[config.mk]
export PLATFORM = sky130hd
export DESIGN_NAME = branch_resolver
export DESIGN_NICKNAME = d
export VERILOG_FILES = /design/src/rtl/branch_resolver.sv
export SDC_FILE = /design/constraint.sdc
export NUM_CORES = 1
export LEC_CHECK = 0
export ABC_AREA = 1
export BUFFER_PORTS_ARGS = -buffer_cell sky130_fd_sc_hd__buf_2
export CAP_MARGIN = 20
export CORE_UTILIZATION = 52
export DETAILED_ROUTE_END_ITERATION = 8
export PLACE_DENSITY = 0.76
export SLEW_MARGIN = 40
export SYNTH_ARGS = -nofsm -noshare
export SYNTH_HDL_FRONTEND = slang
export SYNTH_SLANG_ARGS = --single-unit
[constraint.sdc]
create_clock -name clk -period 4.7 [get_ports clk]
set_clock_uncertainty 0.05 [all_clocks]
set_input_delay 0.47 -clock clk [delete_from_list [all_inputs] [get_ports clk]]
set_output_delay 0.47 -clock clk [all_outputs]
set_load 0.1 [all_outputs]
[src/rtl/branch_resolver.sv]
// Branch resolver: in-order queue of fetch predictions, checked against execute outcomes.
// Mispredicts raise a registered one-cycle redirect and flush every younger entry.
module branch_resolver #(
    parameter int XLEN  = 32,
    parameter int DEPTH = 4,
    parameter int CNT_W = 32
) (
    input  logic             clk,
    input  logic             reset,
    input  logic             pred_valid,
    input  logic             pred_taken,
    input  logic [XLEN-1:0]  pred_target,
    input  logic [XLEN-1:0]  pred_fallthrough,
    output logic             pred_ready,
    input  logic             res_valid,
    input  logic             res_taken,
    input  logic [XLEN-1:0]  res_target,
    output logic             redirect,
    output logic [XLEN-1:0]  redirect_pc,
    output logic             empty,
    output logic             underflow_err,
    output logic [CNT_W-1:0] branch_count,
    output logic [CNT_W-1:0] mispredict_count
);
    localparam int PTR_W = $clog2(DEPTH);

    logic             taken_q  [DEPTH];
    logic [XLEN-1:0]  target_q [DEPTH];
    logic [XLEN-1:0]  ft_q     [DEPTH];

    logic [PTR_W-1:0] rd_ptr_q, rd_ptr_d;
    logic [PTR_W-1:0] wr_ptr_q, wr_ptr_d;
    logic [PTR_W:0]   count_q, count_d;
    logic             redirect_q, redirect_d;
    logic [XLEN-1:0]  redirect_pc_q, redirect_pc_d;
    logic             underflow_q, underflow_d;
    logic [CNT_W-1:0] branch_cnt_q, branch_cnt_d;
    logic [CNT_W-1:0] mispred_cnt_q, mispred_cnt_d;

    logic             resolve;
    logic             mispredict;
    logic             push;
    logic [XLEN-1:0]  correct_pc;

    assign empty      = (count_q == '0);
    assign pred_ready = (count_q != (PTR_W+1)'(DEPTH));
    assign resolve    = res_valid && !empty;
    assign mispredict = resolve &&
                        ((res_taken != taken_q[rd_ptr_q]) ||
                         (res_taken && (res_target != target_q[rd_ptr_q])));
    assign correct_pc = res_taken ? res_target : ft_q[rd_ptr_q];
    // A mispredict squashes the same-cycle push: that fetch is already wrong-path.
    assign push       = pred_valid && pred_ready && !mispredict;

    always_comb begin
        rd_ptr_d      = rd_ptr_q;
        wr_ptr_d      = wr_ptr_q;
        count_d       = count_q;
        redirect_d    = 1'b0;
        redirect_pc_d = redirect_pc_q;
        underflow_d   = underflow_q | (res_valid && empty);
        branch_cnt_d  = branch_cnt_q;
        mispred_cnt_d = mispred_cnt_q;

        if (resolve) begin
            rd_ptr_d = rd_ptr_q + PTR_W'(1);
            if (branch_cnt_q != '1) begin
                branch_cnt_d = branch_cnt_q + CNT_W'(1);
            end
        end
        if (push) begin
            wr_ptr_d = wr_ptr_q + PTR_W'(1);
        end

        if (mispredict) begin
            wr_ptr_d      = rd_ptr_q + PTR_W'(1);
            count_d       = '0;
            redirect_d    = 1'b1;
            redirect_pc_d = correct_pc;
            if (mispred_cnt_q != '1) begin
                mispred_cnt_d = mispred_cnt_q + CNT_W'(1);
            end
        end else begin
            count_d = count_q + (PTR_W+1)'(push) - (PTR_W+1)'(resolve);
        end
    end

    always_ff @(posedge clk) begin
        if (reset) begin
            rd_ptr_q      <= '0;
            wr_ptr_q      <= '0;
            count_q       <= '0;
            redirect_q    <= 1'b0;
            redirect_pc_q <= '0;
            underflow_q   <= 1'b0;
            branch_cnt_q  <= '0;
            mispred_cnt_q <= '0;
        end else begin
            rd_ptr_q      <= rd_ptr_d;
            wr_ptr_q      <= wr_ptr_d;
            count_q       <= count_d;
            redirect_q    <= redirect_d;
            redirect_pc_q <= redirect_pc_d;
            underflow_q   <= underflow_d;
            branch_cnt_q  <= branch_cnt_d;
            mispred_cnt_q <= mispred_cnt_d;
        end
    end

    // Entry storage needs no reset; count_q alone decides which slots are live.
    always_ff @(posedge clk) begin
        if (push) begin
            taken_q[wr_ptr_q]  <= pred_taken;
            target_q[wr_ptr_q] <= pred_target;
            ft_q[wr_ptr_q]     <= pred_fallthrough;
        end
    end

    assign redirect         = redirect_q;
    assign redirect_pc      = redirect_pc_q;
    assign underflow_err    = underflow_q;
    assign branch_count     = branch_cnt_q;
    assign mispredict_count = mispred_cnt_q;
endmodule

* After elaboration in Yosys (flattened, before gate mapping)
Memories as Yosys holds them, arrays and structs flattened. A register that Yosys moved wholly into a read port is not among the register bits.
Index checks and enable logic that the tools add are counted.
** Storage, ports and cells
- Flip-flop bits (word level) :: 105
- Bits in writable memories :: 260
- Input bits :: 102
- Output and inout bits :: 100
- Word-level logic and storage cells :: 49
- Memories kept :: 3
** Memory list
- ft_q :: depth 4, bits a word 32, read ports 1, clocked after memory_dff 1, write ports 1, RTL line 29 : logic [XLEN-1:0] ft_q [DEPTH];
- target_q :: depth 4, bits a word 32, read ports 1, clocked after memory_dff 1, write ports 1, RTL line 28 : logic [XLEN-1:0] target_q [DEPTH];
- taken_q :: depth 4, bits a word 1, read ports 1, clocked after memory_dff 1, write ports 1, RTL line 27 : logic taken_q [DEPTH];
** Cells by class
- Add/subtract/negate cells :: 6
- Equality and inequality tests :: 5
- Multiplexer cells :: 12
- Bitwise operators :: 1
- Reductions and logical operators :: 14
** Operators by type and width (count)
- adder 32 x 1 -> 32 bit (second input constant) :: 2
- != test 32 bit (second input constant) :: 2
- two-way mux 32 bit :: 1
- != test 32 bit :: 1
- two-way mux 2 bit :: 8
- logical AND 1 bit :: 6
- adder 2 x 1 -> 2 bit (second input constant) :: 2
- AND reduction 2 bit :: 2
- adder 3 x 1 -> 3 bit :: 1
- zero test 3 bit :: 1
- two-way mux 1 bit :: 3
- != test 3 bit (second input constant) :: 1
- subtractor 3 x 1 -> 3 bit :: 1
- zero test 1 bit :: 2
- nonzero test 2 bit :: 1
- OR reduction 2 bit :: 1
- logical OR 1 bit :: 1
- != test 1 bit :: 1
- bitwise OR 1 bit :: 1

* Longest topological paths before layout
Gate-level depths: netlist of the first run.
- Depth after elaboration :: 8
- Depth in mapped cells :: 23
- Mapped depth without buffers :: 21

* Worst setup path before layout of the first run
No wires, ideal clock.
- Path type :: reg2reg
- From :: register count_q[1]
- To :: memory ft_q[0][0] (enable)
- Setup time :: 489 ps
- Data arrival time :: 6084 ps
- Setup slack :: -1923 ps
- Stages on the path, launching flop included :: 8
- Buffers on the path :: 0
- Clock period less this slack :: 6623 ps
- Path through :: dfxtp_1 nor3_1 nor2_2 inv_1 nor2_1 nand2_2 nand2_1 nor2_1
** Between the ends
- Longest elaborated chain between the ends :: 8
- Elaborated cells on any way between the ends :: 10
- Those cells by class :: eq/ne (1); mux (2); reduce/logical (7)
** RTL lines
- from (decl) :: RTL line 33 : logic [PTR_W:0] count_q, count_d;
- from (signal assigned) :: RTL line 101 : count_q <= count_d;
- zero test 3 bit :: RTL line 45 : assign empty = (count_q == '0);
- via empty :: RTL line 20 : output logic empty,
- zero test 1 bit :: RTL line 47 : assign resolve = res_valid && !empty;
- logical AND 1 bit :: RTL line 47
- via resolve :: RTL line 40 : logic resolve;
- logical AND 1 bit :: RTL line 48 : assign mispredict = resolve &&
- zero test 1 bit :: RTL line 53 : assign push = pred_valid && pred_ready && !mispredict;
- logical AND 1 bit :: RTL line 53
- two-way mux 1 bit :: RTL line 112 : if (push) begin
- two-way mux 1 bit (implied by the code) :: RTL line 115 : ft_q[wr_ptr_q] <= pred_fallthrough;
- to (decl) :: RTL line 29
The timed path passes the listed nets, and every way through them passes these cells.

==> results of run 1 <==
==> cell usage in the layout, fill, tap and decap left out, types with 3 or more instances in the layout <==
cell type,synthesis,layout
a21oi_1,94,94
a32o_1,32,32
buf_12,0,8
buf_2,18,201
buf_4,8,11
clkbuf_1,40,12
clkbuf_16,0,39
clkbuf_8,0,4
clkinv_1,1,4
clkinv_2,0,8
dfxtp_1,107,106
diode_2,0,12
edfxtp_1,260,260
ha_1,8,8
inv_1,92,92
nand2_1,558,558
nand3_1,128,128
nand3b_1,14,14
nand4_1,50,50
nor2_1,66,61
nor2_4,1,5
nor3_1,40,39
nor4_1,13,13
o21ai_0,48,48
o21ai_1,3,3
xnor2_1,13,13
xor2_1,32,32
==> area by class of cell <==
cell class              count  area, µm²
flip-flops and latches    367       9950
clock buffers              55       1080
multi-input cells        1116       5410
clock inverters            17        174
fillers                  2477      11700
inverters                  96        365
repair buffers            222       1280
well taps                 396        495
diodes                     12       30.0
==> through the flow <==
step / power [mW] / cell area, µm² / setup slack [ps]
floorplan: 6.25 / 16100 / 113
global placement: 6.88 / 17500 / 746
detailed placement: 6.97 / 17500 / 641
CTS: 9.96 / 18700 / 605
global route: 10.4 / 18800 / 335
finish: 9.91 / 18800 / 606
==> path summary, 6_finish.rpt <==
check | to | slack [ps] | depth (start not counted) | from
max reg2reg | count_q[2] | 610 | 19 | register
max | count_q[2] | 610 | 19 | register
min reg2reg | underflow_err | 400 | 2 | underflow_err
min | target_q[1][15] | 80 | 1 | pred_target[15]
==> power by group through the flow <==
stage | sequential, mW | combinational, mW | clock [mW]
final | 4.13 | 2.79 | 2.99
after global routing | 4.17 | 3.05 | 3.15
after CTS | 4.13 | 2.80 | 3.04
after detailed placement | 4.19 | 2.78 | 0
after global placement | 4.18 | 2.70 | 0
after floorplan | 4.63 | 1.63 | 0
==> routing by layer <==
metal	track usage [%]	vias up	part of all wire [%]
li1	-	6098	-
met1	33.9	6072	41
met2	40.9	523	46
met3	5.40	104	8.0
met4	14.0	4	4.5
met5	0	-	0.065
==> logic make-up after synthesis <==
logic type                 count (synthesis)  share of synthesized area (%)
AOI/OAI and AO/OA                        182                           6.73
xor gates and xnor gates                  45                           2.45
adders and majority gates                  9                          0.747
buffers and inverters                    177                           4.74
DFF                                      367                           61.9
muxes                                      1                         0.0622
and+or+nand+nor                          879                           23.4
==> registers in the layout, summed over array words and instances, names as in the netlist, named ones only <==
register          count
branch_count         32
count_q               3
ft_q                128
mispredict_count     32
rd_ptr_q              2
redirect              1
redirect_pc          32
taken_q               4
target_q            128
underflow_err         1
wr_ptr_q              2
==> impl_metrics.yaml, run 1 <==
power_and_ir_drop:
  p_leak_nw: 7.42
  combinationalPowerShare_pct: 28.2
  sw_frac_of_total_pct: 34.8
  power_per_cell_area_nw_per_um2: 528
  p_sw_mw: 3.45
  p_clk_share_pct: 30.2
  peakVddDrop_mv: 0.364
  p_int_mw: 6.47
  p_seq_share_pct: 41.7
run_status:
  status: "finished clean"
worst_setup_path:
  cp_num_buf_inv: 4
  cpMostUsedCell: "nand2_1"
  cp_top_family: "simple AND/OR/NAND/NOR gates"
  endpoint_kind: "register"
  path_max_fanout: 50
  startpoint_type: "register"
  worstPathCellList: "clkinv_2 -> buf_12 -> nand2_1 -> nand3_1 -> nand3b_1 -> nand3_1 -> nor2_1 -> nand2_1 -> nor2_1 -> nand3_2 -> nand2_2 -> nand2_1 -> ha_1 -> inv_1 -> ha_1 -> inv_1 -> fa_1 -> or2_2 -> a21oi_1"
  cp_slowest_cell: "clkinv_2"
  required_ps: 5120
  worst_path_largest_cell_delay_ps: 570
  critical_path_class: "register to register"
  cp.arrival_ps: 4510
die:
  num_rows: 64
  die_area_um2: 31600
  pin_count: 202
  start_util_pct: 52.7
  die_h_um: 178
  core_um2: 30500
  chipWidth_um: 178
finish:
  area_delta_synth_final_pct: 16.8
  drive_gt1_share_pct: 15.8
  fin_nets: 1953
  final_util_pct: 61.6
  final_cells: 2281
synthesis:
  synthFlopType: "edfxtp_1"
  synth-edff-count: 260
  yosysTopAreaCellShare_pct: 48.5
  synth_most_common_cell: "nand2_1"
  postSynthAreaPerCell_um2: 9.69
  synth_nets: 1771
  async_reset_ff_share_pct: 0
  synthTopCellsByArea: "edfxtp_1 49%, dfxtp_1 13%, nand2_1 13%, nand3_1 4.0%, a21oi_1 2.9%"
  synth.distinct_cells: 38
  ys_warn_count: 0
  synth_area_um2: 16100
  syn_inst: 1660
  netlist_top_cells_count: "558 x nand2_1, 260 x edfxtp_1, 128 x nand3_1"
  ys_ff_latch: 367
  yosys.area.top_type: "edfxtp_1"
  synth_seq_area_share_pct: 61.9
route:
  wl_um: 41300
  num_vias: 12800
  drtIter0Drc: 1233
  routed_via_density: 5.61
  detail-route-antenna-nets: 0
  first_pass_iters: 6
  wl_per_cell_um: 18.1
  drc: 0
clock_network:
  cts_buffers: 39
  clkTransAtPathRegs_ps: 60
  post_cts_buffers: 0
  cts-hold-fix-buffers: 0
  cts_root_buffer: "clkbuf_16"
  clkSinkCount: 367
  clockBufferDepth: 3
  ctsResizeCount: 0
  clk_latency_ps: 550
  cts_max_level: 2
  cts_tree: "done"
sta:
  period_minus_slack_ps: 4090
  hold_slack_ps: 83.8
  setup_viol: 0
  rsz0062_at_grt: "false"
  fmax_mhz: 244
  worstMarginPinSlew_ps: 780
  tns_ps: 0
  relSlewSlack_pct: 47.9
  period_share_pct: 87.1
  final_max_slew_viol_count: 0
  hold_viol_final: 0
placed_design:
  place_congestion: 0.953
  port-buffer-count: 201
  hpwl_um: 26900
  dp_cells: 2197
job:
  max_cap_viol_count: 0
grt:
  grt_first_pass_wirelength_um: 63300
  antenna_found_initial: 12
  grt_util_all_layers_pct: 26.1
  grt_max_degree: 131
  grt_pass1_vias: 12100
  overflow: 0
min_path:
  hold_class: "input port to register"
(Power assumes the default switching activity.)
==> run 2: changes to the inputs <==
PLACE_DENSITY = not set   (was 0.76)
PLACE_DENSITY_LB_ADDON = 0.05   (was not set)
==> run 2 against run 1 <==
Compared with the run above:
- core utilization about the same
- power is 0.16% lower
- non-clock buffer count is 1 higher
- die area unchanged
- largest power group unchanged
- highest routed layer unchanged
==> impl_metrics.yaml, run 2 (synthesized netlist as in run 1, its figures left out) <==
route:
  wl_per_cell_um: 18.2
  wl_um: 41400
  first_pass_iters: 5
  drtIter0Drc: 1042
  detail-route-antenna-nets: 0
  routed_via_density: 5.49
  num_vias: 12500
  drc: 0
placed_design:
  port-buffer-count: 201
  place_congestion: 0.900
  dpl_cell_area_um2: 17500
  pre_cts_ws_ps: 849
  dp_cells: 2198
  hpwl_um: 26600
grt:
  grt_max_degree: 131
  antenna_found_initial: 9
  grt_pass1_vias: 11700
  grt_util_all_layers_pct: 26.1
  grt_first_pass_wirelength_um: 63500
  overflow: 0
sta:
  period_minus_slack_ps: 3790
  worstMarginPinSlew_ps: 713
  layout_setup_ws_ps: 907
  relSlewSlack_pct: 52.5
  hold_slack_ps: 99.5
  setup_viol: 0
  final_max_slew_viol_count: 0
  fmax_mhz: 264
  rsz0062_at_grt: "false"
  hold_viol_final: 0
  period_share_pct: 80.7
  tns_ps: 0
clock_network:
  clkSinkCount: 367
  clk_latency_ps: 530
  cts_root_buffer: "clkbuf_16"
  cts_buffers: 40
  cts-hold-fix-buffers: 0
  cts_max_level: 2
  ctsResizeCount: 0
  clkTransAtPathRegs_ps: 60
  cts_tree: "done"
  clockBufferDepth: 3
  post_cts_buffers: 0
finish:
  final_cells: 2277
  fin_nets: 1955
  reg.largest.list: "ft_q (128), target_q (128)"
  drive_gt1_share_pct: 15.7
  final_cell_mix: "558 x nand2_1, 260 x edfxtp_1, 201 x buf_2"
  n_fill_cell: 2606
  finalInstanceArea_um2: 18800
  area_delta_synth_final_pct: 16.7
  final_common_cell: "nand2_1"
power_and_ir_drop:
  peakVddDrop_mv: 0.384
  p_leak_nw: 7.44
  power_per_cell_area_nw_per_um2: 527
run_status:
  status: "finished clean"
worst_setup_path:
  critical_path_class: "register to register"
  required_ps: 5110
  endpoint_kind: "register"
  cp.arrival_ps: 4200
  startpoint_type: "register"
  path_max_fanout: 130
die:
  die_h_um: 178
  chipWidth_um: 178
  start_util_pct: 52.7
  num_rows: 64
  core_um2: 30500
  pin_count: 202
  die_area_um2: 31600
min_path:
  hold_class: "input port to register"
job:
  max_cap_viol_count: 0
-- run 2: worst paths after layout --
kind            startpoint            end  slack [ps]  cells after the start
min             pred_taken     taken_q[0]         100                      1
max               register     count_q[2]         910                     21
min reg2reg  underflow_err  underflow_err         390                      2
max reg2reg       register     count_q[2]         910                     21
-- run 2: final cells by class --
cell class / count / area [µm²] / share of cell area (%)
flip-flops and latches: 367 / 9950 / 53.0
multi-input cells: 1116 / 5410 / 28.8
repair buffers: 223 / 1280 / 6.81
clock buffers: 52 / 1100 / 5.85
well taps: 396 / 495 / 2.64
inverters: 96 / 368 / 1.96
clock inverters: 22 / 158 / 0.840
diodes: 5 / 12.5 / 0.0667
-- run 2: worst max-delay path, cell delays in order, from the launching register on --
cell and delay [ps]:
dfxtp_4 380, buf_12 470, nand2_1 140, nand3_1 140, nand2_1 60, nand2_1 90
nand2_1 60, nor2_1 80, nand2_1 60, inv_1 50, nand2_1 40, nor2_1 150
nand3_2 130, nand2_2 90, nand2_1 240, ha_1 390, inv_1 60, ha_1 130
inv_1 50, fa_1 360, or2_2 300, a21oi_1 130
-- run 2: power by group --
group,internal [mW],switching [mW]
clock network,1.76,1.24
logic,0.731,2.03
registers,3.99,0.144
total,6.48,3.42
-- run 2: per-stage QoR --
stage	util, %	total power, mW
finish	61.5	9.90
global route	61.5	10.4
CTS	61.5	9.96
detailed placement	57.4	6.97
global placement	57.3	6.91
floorplan	-	6.25
-- run 2: layer usage --
metal / up-vias / global-route usage, % / part of all wire (%)
met4: 10 / 8.51 / 2.6
met1: 5889 / 34.8 / 43
li1: 6089 / - / -
met2: 436 / 43.3 / 47
met5: - / 0 / 0.16
met3: 74 / 4.41 / 7.2
==> run 3: changes to the inputs <==
clock period = 3.1 ns   (was 4.7 ns; I/O delays follow)
==> run 3 against run 2 <==
Compared with the run above:
- clock power increased by 53%
- highest routed layer unchanged
- global-route usage increased by 0.29 points
- via count increased by 3.2%
- final cell count increased by 4.2%
- hold slack got worse by 79 ps
- first-iteration DRC count decreased by 13%
- design area increased by 7.4%
- core utilization increased by 4.5 points
- flip-flop and latch count unchanged
- maximum frequency increased by 23%
- count of clock-buffer cells in the layout increased by 1
- wire length increased by 2.9%
==> impl_metrics.yaml, run 3 (synthesized netlist as in run 1, its figures left out) <==
power_and_ir_drop:
  peakVddDrop_mv: 0.653
  p_leak_nw: 8.02
  p_total_mw: 15.8
  power_per_cell_area_nw_per_um2: 783
sta:
  period_minus_slack_ps: 3070
  fmax_mhz: 325
  relSlewSlack_pct: 54.1
  hold_viol_final: 0
  setup_viol: 0
  period_share_pct: 99.2
  worstMarginPinSlew_ps: 688
  final_max_slew_viol_count: 0
  rsz0062_at_grt: "true"
route:
  routed_via_density: 5.44
  first_pass_iters: 5
  drc: 0
  wl_um: 42600
  wl_per_cell_um: 17.9
  num_vias: 12900
  drtIter0Drc: 903
  detail-route-antenna-nets: 0
finish:
  diodes: 0
  final_cell_mix: "547 x nand2_1, 260 x edfxtp_1, 201 x buf_2"
  fin_nets: 2056
  n_fill_cell: 2457
  drive_gt1_share_pct: 18.9
  reg.largest.list: "ft_q (128), target_q (128)"
  final_common_cell: "nand2_1"
  final_cells: 2372
  area_delta_synth_final_pct: 25.3
  finalInstanceArea_um2: 20200
min_path:
  min_path_cells: 1
  hold_class: "input port to register"
  hold_path_end: "target_q[0][15]"
  min_from: "pred_target[15]"
worst_setup_path:
  cp.arrival_ps: 3480
  worst_path_largest_cell_delay_ps: 440
  cpMostUsedCell: "nand2_1"
  cp_slowest_cell: "dfxtp_4"
  required_ps: 3510
  path_max_fanout: 7
  cp_num_buf_inv: 5
  startpoint_type: "register"
  reg2reg_slack_ps: 30
  endpoint_kind: "register"
  cp_top_family: "simple AND/OR/NAND/NOR gates"
  r2r_end: "count_q[2]"
  reg2reg_depth: 22
  worstPathCellList: "clkinv_8 -> buf_12 -> buf_8 -> nand2_1 -> nand3_1 -> nand2_1 -> nand2_1 -> nand2_1 -> nand2_2 -> nor2_2 -> nand2_1 -> nor2_2 -> nand3_4 -> nand2_4 -> nand2_8 -> ha_4 -> inv_2 -> ha_4 -> inv_2 -> fa_2 -> or2_4 -> a21oi_2"
  critical_path_class: "register to register"
grt:
  antenna_found_initial: 1
  overflow: 0
  grt_first_pass_wirelength_um: 64400
  grt_util_all_layers_pct: 26.4
  grt_max_degree: 65
  grt_pass1_vias: 11900
clock_network:
  cts_root_buffer: "clkbuf_16"
  clk_latency_ps: 540
  clockBufferDepth: 3
  clkSinkCount: 367
  cts_buffers: 40
  cts_max_level: 2
  clkTransAtPathRegs_ps: 60
  cts_tree: "done"
placed_design:
  dp_cells: 2222
  dpl_cell_area_um2: 17800
  port-buffer-count: 201
  hpwl_um: 27900
  place_congestion: 0.936
die:
  die_h_um: 178
  pin_count: 202
  num_rows: 64
  core_um2: 30500
  start_util_pct: 52.7
  die_area_um2: 31600
  chipWidth_um: 178
job:
  max_cap_viol_count: 0
run_status:
  status: "finished clean"
-- run 3: cell count changes in the layout (fill, tap and decap cells not counted), moves of 5 or more --
| cell | change |
|---|---|
| nand2_1 | -11 |
| dlygate4sd3_1 | +65 |
| buf_4 | +15 |
| buf_12 | +12 |
| diode_2 | -5 |
| nand3_1 | -12 |
| clkinv_1 | -7 |
| nand2_2 | +9 |
| nand3_2 | +11 |
-- run 3: area by class of cell --
cell class              count  area [µm²]  area share, %
inverters                  96         373           1.85
clock inverters            20         143          0.708
multi-input cells        1116        5580           27.7
flip-flops and latches    367        9950           49.4
well taps                 396         495           2.46
clock buffers              53        1130           5.62
repair buffers            324        2470           12.3
-- run 3: how the worst max path moves through the flow --
stage	startpoint	to	slack (ps)	depth (start not counted)
floorplan	count_q[1]	ft_q[0][0]	-100	7
global placement	register	count_q[2]	-30	22
detailed placement	register	count_q[2]	-110	22
CTS	register	count_q[2]	5	22
global route	register	count_q[2]	-130	22
finish	register	count_q[2]	30	22
-- run 3: metrics by stage --
| stage | utilization [%] | hold slack (ps) | worst slack (ps) | setup TNS [ps] |
|---|---|---|---|---|
| after floorplan | - | 359 | -96.1 | -20620 |
| after global placement | 58.4 | 384 | -33.5 | -33.5 |
| after detailed placement | 58.5 | 391 | -113 | -113 |
| after CTS | 65.0 | 1.19 | 4.57 | 0 |
| after global routing | 66.1 | 15.5 | -132 | -502 |
| final | 66.1 | 20.3 | 26.1 | 0 |
-- run 3: worst reg2reg max path: stages (launching register included) --
cell,delay [ps]
dfxtp_4,440
clkinv_8,120
buf_12,160
buf_8,130
nand2_1,50
nand3_1,80
nand2_1,70
nand2_1,60
nand2_1,80
nand2_2,80
nor2_2,100
nand2_1,60
nor2_2,120
nand3_4,120
nand2_4,120
nand2_8,50
ha_4,200
inv_2,60
ha_4,120
inv_2,40
fa_2,350
or2_4,240
a21oi_2,120
-- run 3: routing by layer --
| metal | vias up | wire length [µm] | GRT usage, % |
|---|---|---|---|
| li1 | 6291 | - | - |
| met1 | 6117 | 18400 | 36.4 |
| met2 | 406 | 20500 | 43.2 |
| met3 | 76 | 2570 | 3.92 |
| met4 | 2 | 1030 | 7.76 |
| met5 | - | 15 | 0 |
-- run 3: timing repair --
action,4_1_cts,5_1_grt
setup endpoints to repair,1,16
gates cloned,1,4
hold buffers,65,0
endpoints found under the hold margin,257,0
resized for setup,8,40
buffers inserted,0,7
pin swaps,6,20
-- run 3: power by group --
part | switching (mW) | total, mW | internal (mW)
registers | 0.246 | 6.29 | 6.04
logic | 3.29 | 4.90 | 1.61
clock network | 1.93 | 4.59 | 2.66
total | 5.47 | 15.8 | 10.3
